### src/rtl/read_return_queue.sv
// Read return queue: tracks the burst size of every outstanding DRAM read and
// queues the masked read words for the host on a valid/ready interface.

package read_return_queue_pkg;
    typedef enum logic [1:0] {
        ONE_BYTE    = 2'd0,
        TWO_BYTES   = 2'd1,
        FOUR_BYTES  = 2'd2,
        EIGHT_BYTES = 2'd3
    } burst_size_t;
endpackage

module read_return_queue
    import read_return_queue_pkg::*;
#(
    parameter int TAG_DEPTH  = 4,
    parameter int DATA_DEPTH = 4
) (
    input  logic                              clk,
    input  logic                              n_rst,
    input  logic                              read_issued,
    input  burst_size_t                       read_size,
    output logic                              read_ready,
    output burst_size_t                       rburst_size_pop,
    input  logic                              dram_strobe,
    input  logic [63:0]                       dram_data,
    output logic                              rdata_valid,
    input  logic                              rdata_ready,
    output logic [63:0]                       rdata,
    output burst_size_t                       rdata_size,
    output logic [$clog2(TAG_DEPTH+1)-1:0]    tag_count,
    output logic [$clog2(DATA_DEPTH+1)-1:0]   data_count,
    input  logic                              err_clear,
    output logic                              err_overflow,
    output logic                              err_underflow
);

    localparam int TPW = $clog2(TAG_DEPTH);
    localparam int TCW = $clog2(TAG_DEPTH + 1);
    localparam int DPW = $clog2(DATA_DEPTH);
    localparam int DCW = $clog2(DATA_DEPTH + 1);

    localparam logic [TCW-1:0] TAG_FULL_CNT  = TCW'(TAG_DEPTH);
    localparam logic [DCW-1:0] DATA_FULL_CNT = DCW'(DATA_DEPTH);
    localparam logic [TPW-1:0] TPTR_ONE      = TPW'(1);
    localparam logic [DPW-1:0] DPTR_ONE      = DPW'(1);
    localparam logic [TCW-1:0] TCNT_ONE      = TCW'(1);
    localparam logic [DCW-1:0] DCNT_ONE      = DCW'(1);

    // Tag FIFO storage and pointers
    burst_size_t    tag_mem [TAG_DEPTH];
    logic [TPW-1:0] tag_wr_ptr;
    logic [TPW-1:0] tag_rd_ptr;

    // Data FIFO storage and pointers
    logic [63:0]    data_word_mem [DATA_DEPTH];
    burst_size_t    data_size_mem [DATA_DEPTH];
    logic [DPW-1:0] data_wr_ptr;
    logic [DPW-1:0] data_rd_ptr;

    logic        tag_full, tag_empty, tag_push, tag_pop;
    logic        data_full, data_empty, data_push, data_pop;
    burst_size_t head_size;
    logic [63:0] masked_word;
    logic        overflow_event, underflow_event;

    // Status is derived from the registered counts only, so read_ready has
    // no combinational path from read_issued.
    assign tag_full   = (tag_count == TAG_FULL_CNT);
    assign tag_empty  = (tag_count == '0);
    assign data_full  = (data_count == DATA_FULL_CNT);
    assign data_empty = (data_count == '0);

    assign read_ready = !tag_full;

    // A pop frees a slot in the same cycle, so a full FIFO still accepts a
    // push that coincides with a pop.
    assign tag_pop   = dram_strobe && !tag_empty;
    assign tag_push  = read_issued && (!tag_full || tag_pop);
    assign data_pop  = rdata_valid && rdata_ready;
    assign data_push = dram_strobe && (!data_full || data_pop);

    assign rburst_size_pop = tag_empty ? ONE_BYTE : tag_mem[tag_rd_ptr];

    // A strobe with no tag outstanding keeps the whole word.
    assign head_size = tag_empty ? EIGHT_BYTES : tag_mem[tag_rd_ptr];

    assign rdata_valid = !data_empty;
    assign rdata       = data_empty ? 64'd0 : data_word_mem[data_rd_ptr];
    assign rdata_size  = data_empty ? ONE_BYTE : data_size_mem[data_rd_ptr];

    assign overflow_event  = (read_issued && tag_full && !tag_pop) ||
                             (dram_strobe && data_full && !data_pop);
    assign underflow_event = dram_strobe && tag_empty;

    // Zero the byte lanes beyond the burst size of the head tag
    always_comb begin
        // NOTE: default first so every path assigns masked_word; otherwise a latch is inferred.
        masked_word = '0;
        case (head_size)
            ONE_BYTE:    masked_word[7:0]  = dram_data[7:0];
            TWO_BYTES:   masked_word[15:0] = dram_data[15:0];
            FOUR_BYTES:  masked_word[31:0] = dram_data[31:0];
            EIGHT_BYTES: masked_word       = dram_data;
            default:     masked_word       = '0;
        endcase
    end

    // Tag FIFO storage write
    // NOTE: storage arrays have no reset; the counts alone decide what is valid.
    always_ff @(posedge clk) begin
        if (tag_push) begin
            tag_mem[tag_wr_ptr] <= read_size;
        end
    end

    // Tag FIFO pointers and occupancy
    // NOTE: non-blocking assignments so every register samples pre-edge values.
    always_ff @(posedge clk or negedge n_rst) begin
        if (!n_rst) begin
            tag_wr_ptr <= '0;
            tag_rd_ptr <= '0;
            tag_count  <= '0;
        end else begin
            if (tag_push) tag_wr_ptr <= tag_wr_ptr + TPTR_ONE;
            if (tag_pop)  tag_rd_ptr <= tag_rd_ptr + TPTR_ONE;
            if (tag_push && !tag_pop)      tag_count <= tag_count + TCNT_ONE;
            else if (!tag_push && tag_pop) tag_count <= tag_count - TCNT_ONE;
        end
    end

    // Data FIFO storage write
    always_ff @(posedge clk) begin
        if (data_push) begin
            data_word_mem[data_wr_ptr] <= masked_word;
            data_size_mem[data_wr_ptr] <= head_size;
        end
    end

    // Data FIFO pointers and occupancy
    always_ff @(posedge clk or negedge n_rst) begin
        if (!n_rst) begin
            data_wr_ptr <= '0;
            data_rd_ptr <= '0;
            data_count  <= '0;
        end else begin
            if (data_push) data_wr_ptr <= data_wr_ptr + DPTR_ONE;
            if (data_pop)  data_rd_ptr <= data_rd_ptr + DPTR_ONE;
            if (data_push && !data_pop)      data_count <= data_count + DCNT_ONE;
            else if (!data_push && data_pop) data_count <= data_count - DCNT_ONE;
        end
    end

    // Sticky error flags; a new error wins over a simultaneous clear
    always_ff @(posedge clk or negedge n_rst) begin
        if (!n_rst) begin
            err_overflow  <= 1'b0;
            err_underflow <= 1'b0;
        end else begin
            if (overflow_event)  err_overflow <= 1'b1;
            else if (err_clear)  err_overflow <= 1'b0;
            if (underflow_event) err_underflow <= 1'b1;
            else if (err_clear)  err_underflow <= 1'b0;
        end
    end

endmodule

### config.mk
export PLATFORM = sky130hd
export DESIGN_NAME = read_return_queue
export DESIGN_NICKNAME = d
export VERILOG_FILES = /design/src/rtl/read_return_queue.sv
export SDC_FILE = /design/constraint.sdc
export NUM_CORES = 1
export LEC_CHECK = 0
export ABC_AREA = 0
export CORE_UTILIZATION = 40
export CTS_CLUSTER_SIZE = 16
export DETAILED_ROUTE_END_ITERATION = 8
export PLACE_DENSITY = 0.66
export RECOVER_POWER = 100
export SLEW_MARGIN = 20
export SYNTH_ARGS = -nofsm -noshare
export SYNTH_HDL_FRONTEND = slang
export SYNTH_SLANG_ARGS = --single-unit
### constraint.sdc
create_clock -name clk -period 3.65 [get_ports clk]
set_input_delay 0.73 -clock clk [delete_from_list [all_inputs] [get_ports clk]]
set_output_delay 0.73 -clock clk [all_outputs]
set_load 0.01 [all_outputs]
**Word level (Yosys, flattened, before mapping)**

Memories as Yosys holds them, arrays and structs flattened.
Index checks and enable logic that the tools add are counted.

- Equal/unequal tests: 5
- Reduce and logical (&&, ||, !) cells: 34
- Multiplexer cells: 19
- $add $sub $neg: 8

Operator list:

| kind | count |
|---|---|
| $mux W64 | 1 |
| $mux W32 | 1 |
| $mux W16 | 1 |
| $mux W8 | 2 |
| $logic_and A1 B1 Y1 | 13 |
| $mux W3 | 4 |
| $add A2 B1 Y2 const B | 4 |
| $logic_not A1 Y1 | 8 |
| $reduce_bool A2 Y1 | 4 |
| $mux W1 | 7 |
| $add A3 B1 Y3 const B | 2 |
| $eq A3 B3 Y1 const B | 2 |
| $logic_not A3 Y1 | 2 |
| $mux W2 | 3 |
| $sub A3 B1 Y3 const B | 2 |
| $eq A2 B2 Y1 const B | 2 |
| $reduce_or A4 Y1 | 1 |
| $logic_or A1 B1 Y1 | 3 |
| $reduce_or A3 Y1 | 1 |
| $eq A2 B1 Y1 const B | 1 |
| $logic_not A2 Y1 | 1 |
| $reduce_or A2 Y1 | 1 |

- RAM bits: 272
- Bits of input ports: 72
- Logic and storage cells: 77
- Bits in registers: 16
- Output and inout port bits: 78
- Memories: 3

Memory list:

| name | words | bits a word | read ports | clocked after memory_dff | write ports | RTL line | text |
|---|---|---|---|---|---|---|---|
| data_word_mem | 4 | 64 | 1 | 0 | 1 | 56 | `logic [63:0] data_word_mem [DATA_DEPTH];` |
| data_size_mem | 4 | 2 | 1 | 0 | 1 | 57 | `burst_size_t data_size_mem [DATA_DEPTH];` |
| tag_mem | 4 | 2 | 1 | 0 | 1 | 51 | `burst_size_t tag_mem [TAG_DEPTH];` |

**Longest topological paths before layout**

Gate-level depths: netlist of the first run.

- Depth after elaboration: 9
- Mapped depth: 10
- Mapped depth without buffers: 8

**Least setup slack after synthesis of the first run**

OpenSTA, ideal clock, no wires.

- Kind: input to register
- Start: input port dram_strobe
- End: memory data_size_mem[0][0] in the netlist's numbering, enable pin
- Data arrival time: 2,678 ps
- Path slack: 541 ps
- Setup time: 431 ps
- Path buffers: 1
- Required time: 3,219 ps
- Stages on the path: 3
- Cell sequence: o41a_1 clkbuf_1 and2_1

- Longest elaborated chain between the ends: 3

RTL lines:

| item | RTL line | text |
|---|---|---|
| from (decl) | 25 | `input logic dram_strobe,` |
| $logic_and A1 B1 Y1 | 81 | `assign data_push = dram_strobe && (!data_full \|\| data_pop);` |
| net data_push | 62 | `logic data_full, data_empty, data_push, data_pop;` |
| $mux W1 | 134 | `if (data_push) begin` |
| $mux W1 (implied by the code) | 136 | `data_size_mem[data_wr_ptr] <= head_size;` |
| to (decl) | 57 |  |

The timed path passes the listed nets, and every way through them passes these cells.

**Worst setup path after layout of the first run**

- Start: register data_rd_ptr[0]
- End: output port rdata[42]

- Longest elaborated chain between the ends: 2

RTL lines:

| item | RTL line | text |
|---|---|---|
| from (decl) | 59 | `logic [DPW-1:0] data_rd_ptr;` |
| from (signal assigned) | 148 | `if (data_pop) data_rd_ptr <= data_rd_ptr + DPTR_ONE;` |
| $mem_v2 Z4 W64 | n/a |  |
| $mux W64 | 89 | `assign rdata = data_empty ? 64'd0 : data_word_mem[data_rd_ptr];` |
| to (decl) | 29 | `output logic [63:0] rdata,` |

Every way passes these cells.

==> results of run 1 <==
-- logic make-up after synthesis --
kind of cell | after synthesis | share of synthesized area
XOR/XNOR | 12 | 0.00905
AO/OA/AOI/OAI | 6 | 0.00453
adder cells (fa/ha/maj) | 12 | 0.0142
buffers and inverters | 38 | 0.0172
flip-flops | 288 | 0.738
multiplexers | 72 | 0.136
AND/OR/NAND/NOR | 147 | 0.0812
-- how the worst max path moves through the flow --
stage,start,to,slack [ns],cells after the start
6_report,data_rd_ptr[0],rdata[42],0.21,4
3_5_place_dp,data_count[1],rdata[24],0.58,4
5_1_grt,data_rd_ptr[0],rdata[42],0.08,4
4_1_cts,data_count[1],rdata[24],0.004,4
3_3_place_gp,data_count[1],rdata[24],0.64,4
2_1_floorplan,dram_strobe,data_size_mem[0][0],0.54,3
-- stage by stage --
step	util	power [mW]	setup WS, ns
final	0.505	13.0	0.208
after global placement	0.476	10.3	0.636
after floorplan	-	8.16	0.541
after global routing	0.505	13.7	0.0764
after detailed placement	0.476	10.5	0.576
after CTS	0.508	13.4	0.00402
-- worst max-delay path: stages, from the launching register on --
cell and delay (ns):
dfrtp_4 0.42, buf_6 0.40, mux4_2 0.57, and2_1 0.17, dlygate4sd3_1 0.59
-- layout make-up --
cell class,instances,area (um2),share of cell area
well taps,384,480,0.0332
flip-flops and latches,288,8580,0.593
diodes,3,7.51,0.000519
repair buffers,162,1630,0.113
multi-input cells,249,2810,0.194
inverters,10,37.5,0.00259
clock inverters,11,135,0.00934
clock buffers,41,791,0.0547
-- report_power, final --
part / switching [mW] / internal (mW)
sequential: 0.320 / 4.85
clock: 1.15 / 1.71
combinational: 2.41 / 2.57
-- sequential cells by signal (all words and copies together) (netlist names) --
name and flops:
data_word_mem 256, data_size_mem 8, tag_mem 8, data_count 3
tag_count 3, data_rd_ptr 2, data_wr_ptr 2, tag_rd_ptr 2
tag_wr_ptr 2, err_overflow 1, err_underflow 1
-- routing by layer --
layer / global-route usage / part of all wire / vias up
met2: 0.268 / 0.51 / 146
li1: - / - / 2570
met5: 0 / 0 / -
met1: 0.191 / 0.41 / 2934
met4: 0.0342 / 0.014 / 0
met3: 0.0378 / 0.061 / 26
-- layout by cell type, fill, tap and decap left out, types with 3 or more instances in the layout --
master,count
xnor2_1,9
clkinv_2,5
clkbuf_2,5
edfxtp_1,272
clkbuf_1,10
inv_1,10
buf_12,4
clkbuf_16,29
dfrtp_1,14
and2_1,71
nor2b_1,56
diode_2,3
mux2_2,3
and2_0,4
nor2_1,4
nand2_1,3
bufinv_16,3
xor2_1,3
clkdlybuf4s50_1,120
ha_1,10
mux4_2,68
dlygate4sd3_1,29
==> flow_metrics.tcl, run 1 <==
set metrics [dict create \
    placed_cell_area_um2 13600 \
    synth_area_leaders "edfxtp_1, mux4_2, and2_1" \
    design.core.area_um2 28600 \
    area_growth_pct 24.6 \
    cts-resized-gates 0 \
    synth_nets 659 \
    crit_fanout 32 \
    die_area_um2 29700 \
    overflow 0 \
    hold_buffers 0 \
    ys_ff_latch 288 \
    die_x_um 172 \
    fin_nets 824 \
    clk_pin_slew_ns 0.06 \
    grt_max_degree 49 \
    min-delay-start "err_overflow" \
    avgRoutedWirePerCell_um 19.5 \
    crit_type "reg -> out" \
    tritoncts "yes" \
    syn_avg_cell_area_um2 20.2 \
    synth_top_area_frac 0.704 \
    synthDistinctLibCells 34 \
    drive_gt1_frac 0.172 \
    timing.fmax_ghz 0.290 \
    totalWireLength_um 22400 \
    worstSetupStartpointType "flip-flop" \
    max-clock-path-buffers 3 \
    hpwlAfterDp_um 13800 \
    p_leak_nw 4.80 \
    reg2reg_to "data_word_mem[1][34]" \
    grt_setup_unrepaired "no" \
    worst_pin_slew_ns 1.53 \
    yosys.cell_count.top_type "edfxtp_1" \
    place_inst 1093 \
    slew_viol_final 18 \
    viasPerCell 4.94 \
    clock-root-buffer "clkbuf_16" \
    fin_skew_ns 0.0198 \
    grt_pass1_wl_um 33900 \
    hold_path_end "err_overflow" \
    drc_errors 0 \
    fin_area_um2 14500 \
    post-route-period-util 0.943 \
    max_cap_viol_count 1 \
    hp-class "reg -> reg" \
    violations "max-capacitance violations, max-slew violations" \
    ys_top_cells_by_count "edfxtp_1, and2_1, mux4_2" \
    power_density_nw_per_um2 900 \
    clock_sinks 288 \
    reg2regPathDepth 4 \
    drtPass1Iterations 4 \
    grt_pass1_vias 6119 \
    endpoint_kind "output pin" \
    whs_ns 0.536 \
    hold_viol 0 \
    h-tree-depth 1 \
    final_cells 1148 \
    start_util 0.406 \
    cp.required_ns 2.92 \
    ys_seq_area_frac 0.738 \
    antenna_found_initial 3 \
    clkLatencyLatePin_ns 0.54 \
    die_h_um 172 \
    synthCells 575 \
    io_pins 150 \
    port_buffers 149 \
    synth_edf_count 272 \
    timing.reg2reg.setup_slack_ns 0.76 \
    drtIter0Drc 275 \
    grt_usage 0.153 \
    yosysTopAreaCell "edfxtp_1" \
    ys.warnings.count 0 \
    hold_depth 2 \
    numCtsBuffers 29 \
    row_count 62 \
    finalSetupViolCount 0 \
    vias 5676 \
    slew_headroom -0.0249 \
    yosys_most_used_dff "edfxtp_1" \
    syn_area_um2 11600 \
    status "complete, but fails checks" \
    vdd_drop_max_uv 507 \
    fin_crit_ns 3.44 \
    postCtsSetupRepairBufs 0 \
    timing.rr.start "data_count[2]" \
    setup_tns_ns 0 \
    n_fill_cell 2278 \
    ant_nets 0 \
    gp_congestion 0.769 \
    critPathArrivalTime_ns 2.71 \
    async_reset_ff_frac 0.0556 \
]
(Power assumes the default switching activity.)
==> run 2: changes to the inputs <==
--- a/config.mk
+++ b/config.mk
@@ -11,6 +11,7 @@
 export DETAILED_ROUTE_END_ITERATION = 8
 export PLACE_DENSITY = 0.66
 export RECOVER_POWER = 100
+export SKIP_LAST_GASP = 1
 export SLEW_MARGIN = 20
 export SYNTH_ARGS = -nofsm -noshare
 export SYNTH_HDL_FRONTEND = slang
==> results of run 2 <==
The final DEF is identical to that of run 1; final timing and power are the same.
